### src/rtl/ram_arb_pkg.sv
// Shared constants for the two-port RAM arbiter.
package ram_arb_pkg;

    localparam logic PORT0 = 1'b0;
    localparam logic PORT1 = 1'b1;

    // Width of the burst counter; holds MAX_BURST values up to 15.
    localparam int unsigned BURST_W = 4;

endpackage

### src/rtl/rr_burst_arbiter.sv
// Two-request round-robin arbiter with a burst allowance for the current owner.
module rr_burst_arbiter
    import ram_arb_pkg::*;
#(
    parameter int unsigned MAX_BURST = 4
) (
    input  logic clk,
    input  logic rst_n,
    input  logic req0,
    input  logic req1,
    output logic gnt0,
    output logic gnt1
);

    localparam logic [BURST_W-1:0] MAX_CNT = BURST_W'(MAX_BURST);

    logic               owner;
    logic [BURST_W-1:0] burst_cnt;
    logic               keep_owner;
    logic               gnt_port;

    // Grant decision; a zero count (after idle or reset) hands contention to the non-owner.
    always_comb begin
        gnt0       = 1'b0;
        gnt1       = 1'b0;
        keep_owner = (burst_cnt != '0) && (burst_cnt < MAX_CNT);
        if (rst_n) begin
            case ({req1, req0})
                2'b01:   gnt0 = 1'b1;
                2'b10:   gnt1 = 1'b1;
                2'b11: begin
                    if (keep_owner == (owner == PORT0)) begin
                        gnt0 = 1'b1;
                    end else begin
                        gnt1 = 1'b1;
                    end
                end
                default: ;
            endcase
        end
        gnt_port = gnt1 ? PORT1 : PORT0;
    end

    // Track owner and how many consecutive grants it has taken.
    always_ff @(posedge clk) begin
        if (!rst_n) begin
            owner     <= PORT1;
            burst_cnt <= '0;
        end else if (gnt0 || gnt1) begin
            if (gnt_port == owner) begin
                if (burst_cnt != MAX_CNT) begin
                    burst_cnt <= burst_cnt + 1'b1;
                end
            end else begin
                owner     <= gnt_port;
                burst_cnt <= BURST_W'(1);
            end
        end else begin
            burst_cnt <= '0;
        end
    end

endmodule

### src/rtl/ram_arbiter.sv
// Shares one registered-address RAM between two requesters, one access per cycle,
// returning read data to the winning port one cycle after its grant.
module ram_arbiter
    import ram_arb_pkg::*;
#(
    parameter int unsigned DATA_WIDTH = 8,
    parameter int unsigned ADDR_WIDTH = 11,
    parameter int unsigned MAX_BURST  = 4
) (
    input  logic                  clk,
    input  logic                  rst_n,
    input  logic                  p0_req,
    input  logic                  p0_we,
    input  logic [ADDR_WIDTH-1:0] p0_addr,
    input  logic [DATA_WIDTH-1:0] p0_wdata,
    output logic                  p0_gnt,
    output logic                  p0_rvalid,
    output logic [DATA_WIDTH-1:0] p0_rdata,
    input  logic                  p1_req,
    input  logic                  p1_we,
    input  logic [ADDR_WIDTH-1:0] p1_addr,
    input  logic [DATA_WIDTH-1:0] p1_wdata,
    output logic                  p1_gnt,
    output logic                  p1_rvalid,
    output logic [DATA_WIDTH-1:0] p1_rdata,
    output logic                  ram_we,
    output logic [DATA_WIDTH-1:0] ram_data_in,
    output logic [ADDR_WIDTH-1:0] ram_addr_in,
    input  logic [DATA_WIDTH-1:0] ram_data_out
);

    logic rd_pend;
    logic rd_port;

    rr_burst_arbiter #(
        .MAX_BURST(MAX_BURST)
    ) u_arb (
        .clk  (clk),
        .rst_n(rst_n),
        .req0 (p0_req),
        .req1 (p1_req),
        .gnt0 (p0_gnt),
        .gnt1 (p1_gnt)
    );

    // Steer the granted port onto the RAM; idle bus is all zeros.
    always_comb begin
        ram_we      = 1'b0;
        ram_addr_in = '0;
        ram_data_in = '0;
        if (p0_gnt) begin
            ram_we      = p0_we;
            ram_addr_in = p0_addr;
            ram_data_in = p0_wdata;
        end else if (p1_gnt) begin
            ram_we      = p1_we;
            ram_addr_in = p1_addr;
            ram_data_in = p1_wdata;
        end
    end

    // Remember which port's read is in flight for the one-cycle return.
    always_ff @(posedge clk) begin
        if (!rst_n) begin
            rd_pend <= 1'b0;
            rd_port <= PORT0;
        end else if (p0_gnt && !p0_we) begin
            rd_pend <= 1'b1;
            rd_port <= PORT0;
        end else if (p1_gnt && !p1_we) begin
            rd_pend <= 1'b1;
            rd_port <= PORT1;
        end else begin
            rd_pend <= 1'b0;
        end
    end

    // Return path; reset masks a read still in flight.
    always_comb begin
        p0_rvalid = rst_n && rd_pend && (rd_port == PORT0);
        p1_rvalid = rst_n && rd_pend && (rd_port == PORT1);
        p0_rdata  = p0_rvalid ? ram_data_out : '0;
        p1_rdata  = p1_rvalid ? ram_data_out : '0;
    end

endmodule

### config.mk
export PLATFORM = sky130hd
export DESIGN_NAME = ram_arbiter
export DESIGN_NICKNAME = d
export VERILOG_FILES = /design/src/rtl/ram_arb_pkg.sv /design/src/rtl/rr_burst_arbiter.sv /design/src/rtl/ram_arbiter.sv
export SDC_FILE = /design/constraint.sdc
export NUM_CORES = 1
export LEC_CHECK = 0
export BUFFER_PORTS_ARGS = -buffer_cell sky130_fd_sc_hd__buf_2
export CORE_MARGIN = 2
export CORE_UTILIZATION = 36
export CTS_CLUSTER_DIAMETER = 60
export DETAILED_ROUTE_END_ITERATION = 10
export PLACE_DENSITY = 0.86
export SLEW_MARGIN = 20
export SYNTH_ARGS = -nofsm -noshare
export SYNTH_HDL_FRONTEND = slang
export SYNTH_HIERARCHICAL = 1
export SYNTH_SLANG_ARGS = --single-unit
export TNS_END_PERCENT = 20
### constraint.sdc
create_clock -name clk -period 5.3 [get_ports clk]
set_clock_uncertainty 0.05 [all_clocks]
set_input_delay 1.06 -clock clk [delete_from_list [all_inputs] [get_ports clk]]
set_output_delay 1.06 -clock clk [all_outputs]
set_load 0.01 [all_outputs]
==> results of run 1 <==
worst paths after layout:
check	startpoint	to	slack, ps
min reg2reg	rd_port	rd_port	430
max	u_arb/burst_cnt[0]	ram_data_in[6]	1510
max reg2reg	u_arb/burst_cnt[0]	rd_port	3080
min	rd_port	rd_port	430
logic make-up (layout without fill, tap and decap cells):
kind of cell	Yosys count	in the layout
fa+ha+maj	2	2
simple gates	47	47
xor+xnor	2	2
compound gates	31	31
flops	7	7
mux	4	4
buf+inv	15	103
area by class of cell:
type                       instances  area, um^2
fill                             209         771
multi-input combinational         86         566
timing repair buffer              91         455
sequential                         7         140
tap                               27        33.8
inverter                           8        30.0
clock buffer                       4        26.3
per-layer routing:
metal	wire length (um)	share of wire [%]	global-route usage (%)
met3	201	7.4	4.76
met2	1390	51	38.4
met1	1060	39	23.2
met5	0	0	0
met4	63	2.3	10.8
worst register-to-register path, delay by kind of cell, from the launching register on:
kind | cells | cell delay [ps]
compound gates | 2 | 870
xor+xnor | 1 | 180
fa+ha+maj | 1 | 260
buf+inv | 1 | 60
flops | 1 | 390
simple gates | 1 | 250
sequential cells by signal (all words and copies together), names as in the netlist:
register / flops
rd_port: 1
u_arb/burst_cnt: 4
u_arb/owner: 1
rd_pend: 1
layout by cell type (no fill, tap or decap), types with 2 or more instances in the layout:
master / netlist / layout
buf_2: 3 / 91
nor2_1: 20 / 20
a22o_1: 18 / 18
nand2_1: 16 / 16
inv_1: 8 / 8
dfxtp_1: 7 / 7
o21ai_0: 3 / 3
nand2b_1: 3 / 3
a21oi_1: 3 / 3
clkbuf_4: 0 / 3
mux2i_1: 3 / 3
xnor2_1: 2 / 2
nand3_1: 2 / 2
nor3b_1: 2 / 2
ha_1: 2 / 2
power groups by stage:
stage / logic [W] / clock network (W) / registers [W]
global placement: 0.0000868 / 0 / 0.0000595
finish: 0.0000884 / 0.0000477 / 0.0000584
global route: 0.0000978 / 0.0000535 / 0.0000588
detailed placement: 0.0000882 / 0 / 0.0000596
CTS: 0.0000887 / 0.0000497 / 0.0000584
floorplan: 0.0000532 / 0 / 0.0000590
through the flow:
stage	setup WS (ps)	std cells
after floorplan	2120	108
after global placement	1630	219
after detailed placement	1590	219
after CTS	1510	223
after global routing	1270	223
final	1510	223
==> flow_summary.ini, run 1 <==
[critical_path]
cp-start-kind = flip-flop
crit_path_end_kind = primary output
crit_arrival_ps = 2680
crit_path_cell_trace = inv_1 > ha_1 > nor3_4 > xnor2_1 > o211a_1 > nor2b_4 > a22o_1 > buf_2
path_max_fanout = 26
worstRegToRegCells = 6
slowest_delay_ps = 520
cp.depth = 8
crit_family = simple AND/OR/NAND/NOR gates
crit_required_ps = 4190
worst-path-buf-inv = 2
cp_slowest_cell = o211a_1
critical_path_class = reg -> out

[placement]
gp_congestion = 0.768
place_area_um2 = 1220
port_buffers = 91
hpwlAfterDp_mm = 2.20

[global_routing]
grt_pass1_wl_mm = 4.20
grt_max_degree = 27
grt.total_usage_pct = 21.4
grt-ovfl-total = 0
antenna_found_initial = 0
grt_pass1_vias = 953

[floorplanning]
dieArea_um2 = 2580
initial_core_util_pct = 39.0
num_io_pins = 92
coreArea_um2 = 2020
row_count = 16
die_h_um = 50.8
die_x_um = 50.8

[yosys]
synthXorXnorAreaFrac_pct = 2.22
synth.distinct_cells = 28
synthSimpleGateAreaFrac_pct = 29.4
ys_warn_count = 6
synthTopCellsByCount = 20 x nor2_1, 18 x a22o_1, 16 x nand2_1
yosysTopAreaCell = a22o_1
synth_top_family_by_area = compound AO/OA/AOI/OAI gates
netlist.area_leader.share_pct = 20.0
synthAdderAreaFrac_pct = 3.17
syn_inst = 108
syn_area_per_cell_um2 = 7.30
synth_area_um2 = 788
synthMostInstantiatedCell = nor2_1
synth_compound_area_share_pct = 31.3
yosysSeqAreaShare_pct = 17.8
synth_flop_cell = dfxtp_1
ys_top_cells_by_area = a22o_1 20%, dfxtp_1 18%, nor2_1 9.5%, nand2_1 7.6%, buf_6 4.3%
async_flop_share_pct = 0
synth_nets = 162
muxShareOfSynthArea_pct = 5.71
synth-edff-count = 0
ys_ff_latch = 7

[clock_tree]
cts-resized-gates = 0
htreeDepth = 1
clkTransAtPathRegs_ps = 50
root_buffer = clkbuf_4
post_cts_buffers = 0
tritoncts = built
clock_sinks = 7
clock_path_buffers = 2
cts-buffers-inserted = 3
clk_latency_ps = 250
cts_hold_buf = 0

[cells_and_area]
final_cell_area_um2 = 1250
syn_to_final_growth_pct = 58.7
final_util_pct = 61.9
layout.nets = 251
num_antenna_cells = 0
drive_above_1_share_pct = 50.5

[sta]
hold_viol = 0
fin_hold_ws_ps = 431
worstMarginPinSlew_ps = 763
finalSetupViolations = 0
relSlewSlack_pct = 49.1
period_share_pct = 71.4
rsz0062_at_grt = no
fmax_ghz = 0.264
final.setup.tns_ps = 0
slew_viol_final = 0
period_needed_ps = 3790

[power]
power_frac_clock_pct = 24.5
p_int_w = 0.000127
p_comb_share_pct = 45.5
vdd_drop_max_uv = 90.4
power.switching_w = 0.0000671
p_sw_share_pct = 34.5
power.density_nw_per_um2 = 155
total_power_w = 0.000194
power_frac_seq_pct = 30.0
p_leak_nw = 0.739

[drt]
ant_nets = 0
wl_mm = 2.72
first_pass_iters = 4
drc_errors = 0
vias_per_cell = 4.98
wl_per_cell_um = 12.2
initialDrtViolationCount = 6
vias = 1110

[flow_run]
max_cap_viol_count = 0

[status]
outcome = completed

[min_path]
hold_path_depth = 2
hold_path_class = reg -> reg
Note: power is estimated with default switching activity, not from simulation.
==> inputs of run 2 (changes only) <==
Settings changed: ABC_AREA from default to 1, CORE_UTILIZATION 36 to 34, PLACE_DENSITY 0.86 to 0.8.
Clock period 5.3 ns to 3.63 ns, I/O delays scaled along.
==> flow_summary.ini, run 2 <==
[drt]
drc_errors = 0
first_pass_iters = 4
initialDrtViolationCount = 12
wl_mm = 2.33
vias = 1199
vias_per_cell = 4.42
ant_nets = 0
wl_per_cell_um = 8.60

[clock_tree]
clock_sinks = 7
root_buffer = clkbuf_4
cts-buffers-inserted = 3
post_cts_buffers = 0
clk_latency_ps = 240
cts-resized-gates = 0
cts_hold_buf = 0
tritoncts = built
clock_path_buffers = 2
htreeDepth = 1
clkTransAtPathRegs_ps = 50

[yosys]
synthSimpleGateAreaFrac_pct = 59.4
synthXorXnorAreaFrac_pct = 2.08
syn_area_per_cell_um2 = 5.57
synth_nets = 205
synth_flop_cell = dfxtp_1
muxShareOfSynthArea_pct = 0
synth.distinct_cells = 19
yosysTopAreaCell = nand2_1
synth_area_um2 = 841
synthTopCellsByCount = 47 x nand2_1, 25 x nand3_1, 22 x inv_1
syn_inst = 151
synth_compound_area_share_pct = 4.46
ys_ff_latch = 7
synth-edff-count = 0
netlist.area_leader.share_pct = 21.0
ys_warn_count = 6
yosysSeqAreaShare_pct = 16.7
async_flop_share_pct = 0
ys_top_cells_by_area = nand2_1 21%, dfxtp_1 17%, nand3_1 15%, inv_1 9.8%, nor2_2 6.0%
synthAdderAreaFrac_pct = 2.98
synth_top_family_by_area = simple AND/OR/NAND/NOR gates
synthMostInstantiatedCell = nand2_1

[global_routing]
grt-ovfl-total = 0
grt_pass1_vias = 864
grt_max_degree = 24
grt_pass1_wl_mm = 3.28
grt.total_usage_pct = 14.8
antenna_found_initial = 0

[cells_and_area]
multiInputGateArea_um2 = 579
layout_commonest_cell = buf_2
syn_to_final_growth_pct = 58.8
num_antenna_cells = 0
fill_cells = 238
largest_register_ffs = 4
ff_latch_area_um2 = 140
top_register = u_arb/burst_cnt
drive_above_1_share_pct = 47.3
layout_common_cells = 91 x buf_2, 47 x nand2_1, 25 x nand3_1
layout.nets = 296

[floorplanning]
die_x_um = 53.7
dieArea_um2 = 2890
row_count = 18
num_io_pins = 92
coreArea_um2 = 2410
die_h_um = 53.7
initial_core_util_pct = 34.9

[sta]
fin_hold_ws_ps = 517
relSlewSlack_pct = 56.2
worstMarginPinSlew_ps = 656
hold_viol = 0
fmax_ghz = 0.332
fin_ws_ps = 618
slew_viol_final = 0
final.setup.tns_ps = 0
period_needed_ps = 3010
rsz0062_at_grt = no
period_share_pct = 83.0
finalSetupViolations = 0

[critical_path]
crit_path_cell_trace = inv_1 > ha_1 > nor2_2 > nand2_1 > nand2_1 > nand3_2 > nand2_2 > nand2_4 > inv_1 > nand3_1 > o21ai_0 > buf_2
rrSetupSlack_ps = 1620
r2r_end = rd_pend
timing.rr.start = u_arb/burst_cnt[0]
path_max_fanout = 23
slowest_delay_ps = 490
crit_arrival_ps = 2240
crit_required_ps = 2850
cp_slowest_cell = inv_1
crit_path_end_kind = primary output
critical_path_class = reg -> out
worstRegToRegCells = 11
cp-start-kind = flip-flop

[power]
p_leak_nw = 0.908
vdd_drop_max_uv = 95.8
power.density_nw_per_um2 = 221
total_power_w = 0.000295

[min_path]
min_delay_worst_endpoint = u_arb/burst_cnt[3]
hold_path_class = reg -> reg
hp-start = u_arb/burst_cnt[3]
hold_path_depth = 2

[flow_run]
max_cap_viol_count = 0

[status]
outcome = completed

[placement]
hpwlAfterDp_mm = 1.91
port_buffers = 91
gp_congestion = 0.747
dp_worst_setup_slack_ps = 893
-- run 2: final cells by class --
cell class / instances / share of cell area, %
repair buffers: 92 / 34.7
multi-input cells: 115 / 43.4
flip-flops and latches: 7 / 10.5
clock buffers: 4 / 1.97
inverters: 23 / 6.65
well taps: 30 / 2.81
-- run 2: power breakdown --
group | internal (W) | switching (W)
Sequential | 0.0000816 | 0.00000410
Clock | 0.0000418 | 0.0000259
Combinational | 0.0000604 | 0.0000808
Total | 0.000184 | 0.000111
-- run 2: kinds of logic (layout without fill, tap and decap cells) --
group,count (synthesis),in the layout
AO/OA/AOI/OAI,7,7
buffers and inverters,29,119
adder cells (fa/ha/maj),2,2
XOR/XNOR,2,2
AND/OR/NAND/NOR,104,104
flip-flops,7,7
-- run 2: routing by layer --
metal	routed length (um)	part of all wire, %	global-route usage, %
met1	951	41	17.9
met2	1130	49	26.6
met3	232	10	1.11
met4	14	0.60	6.41
met5	0	0	0
-- run 2: critical path, delay by kind of cell, from the launching register on --
kind	cells	cell delay, ps
adders and majority gates	1	240
DFF	1	350
AOI/OAI and AO/OA	1	100
and+or+nand+nor	7	580
buffers and inverters	3	720
-- run 2: worst max path at each step --
| stage | start | end | slack (ps) | cells after the start |
|---|---|---|---|---|
| floorplan | u_arb/burst_cnt[0] | ram_we | 1240 | 11 |
| global placement | p0_req | ram_we | 930 | 9 |
| detailed placement | u_arb/burst_cnt[0] | ram_we | 890 | 12 |
| CTS | u_arb/burst_cnt[0] | ram_we | 620 | 12 |
| global route | u_arb/burst_cnt[0] | ram_we | 380 | 12 |
| finish | u_arb/burst_cnt[0] | ram_we | 620 | 12 |
-- run 2: stage by stage --
stage	area [um^2]	utilization (%)	std cells
floorplan	841	-	151
global placement	1310	54.3	267
detailed placement	1310	54.3	267
CTS	1340	55.4	271
global route	1340	55.4	271
finish	1340	55.4	271
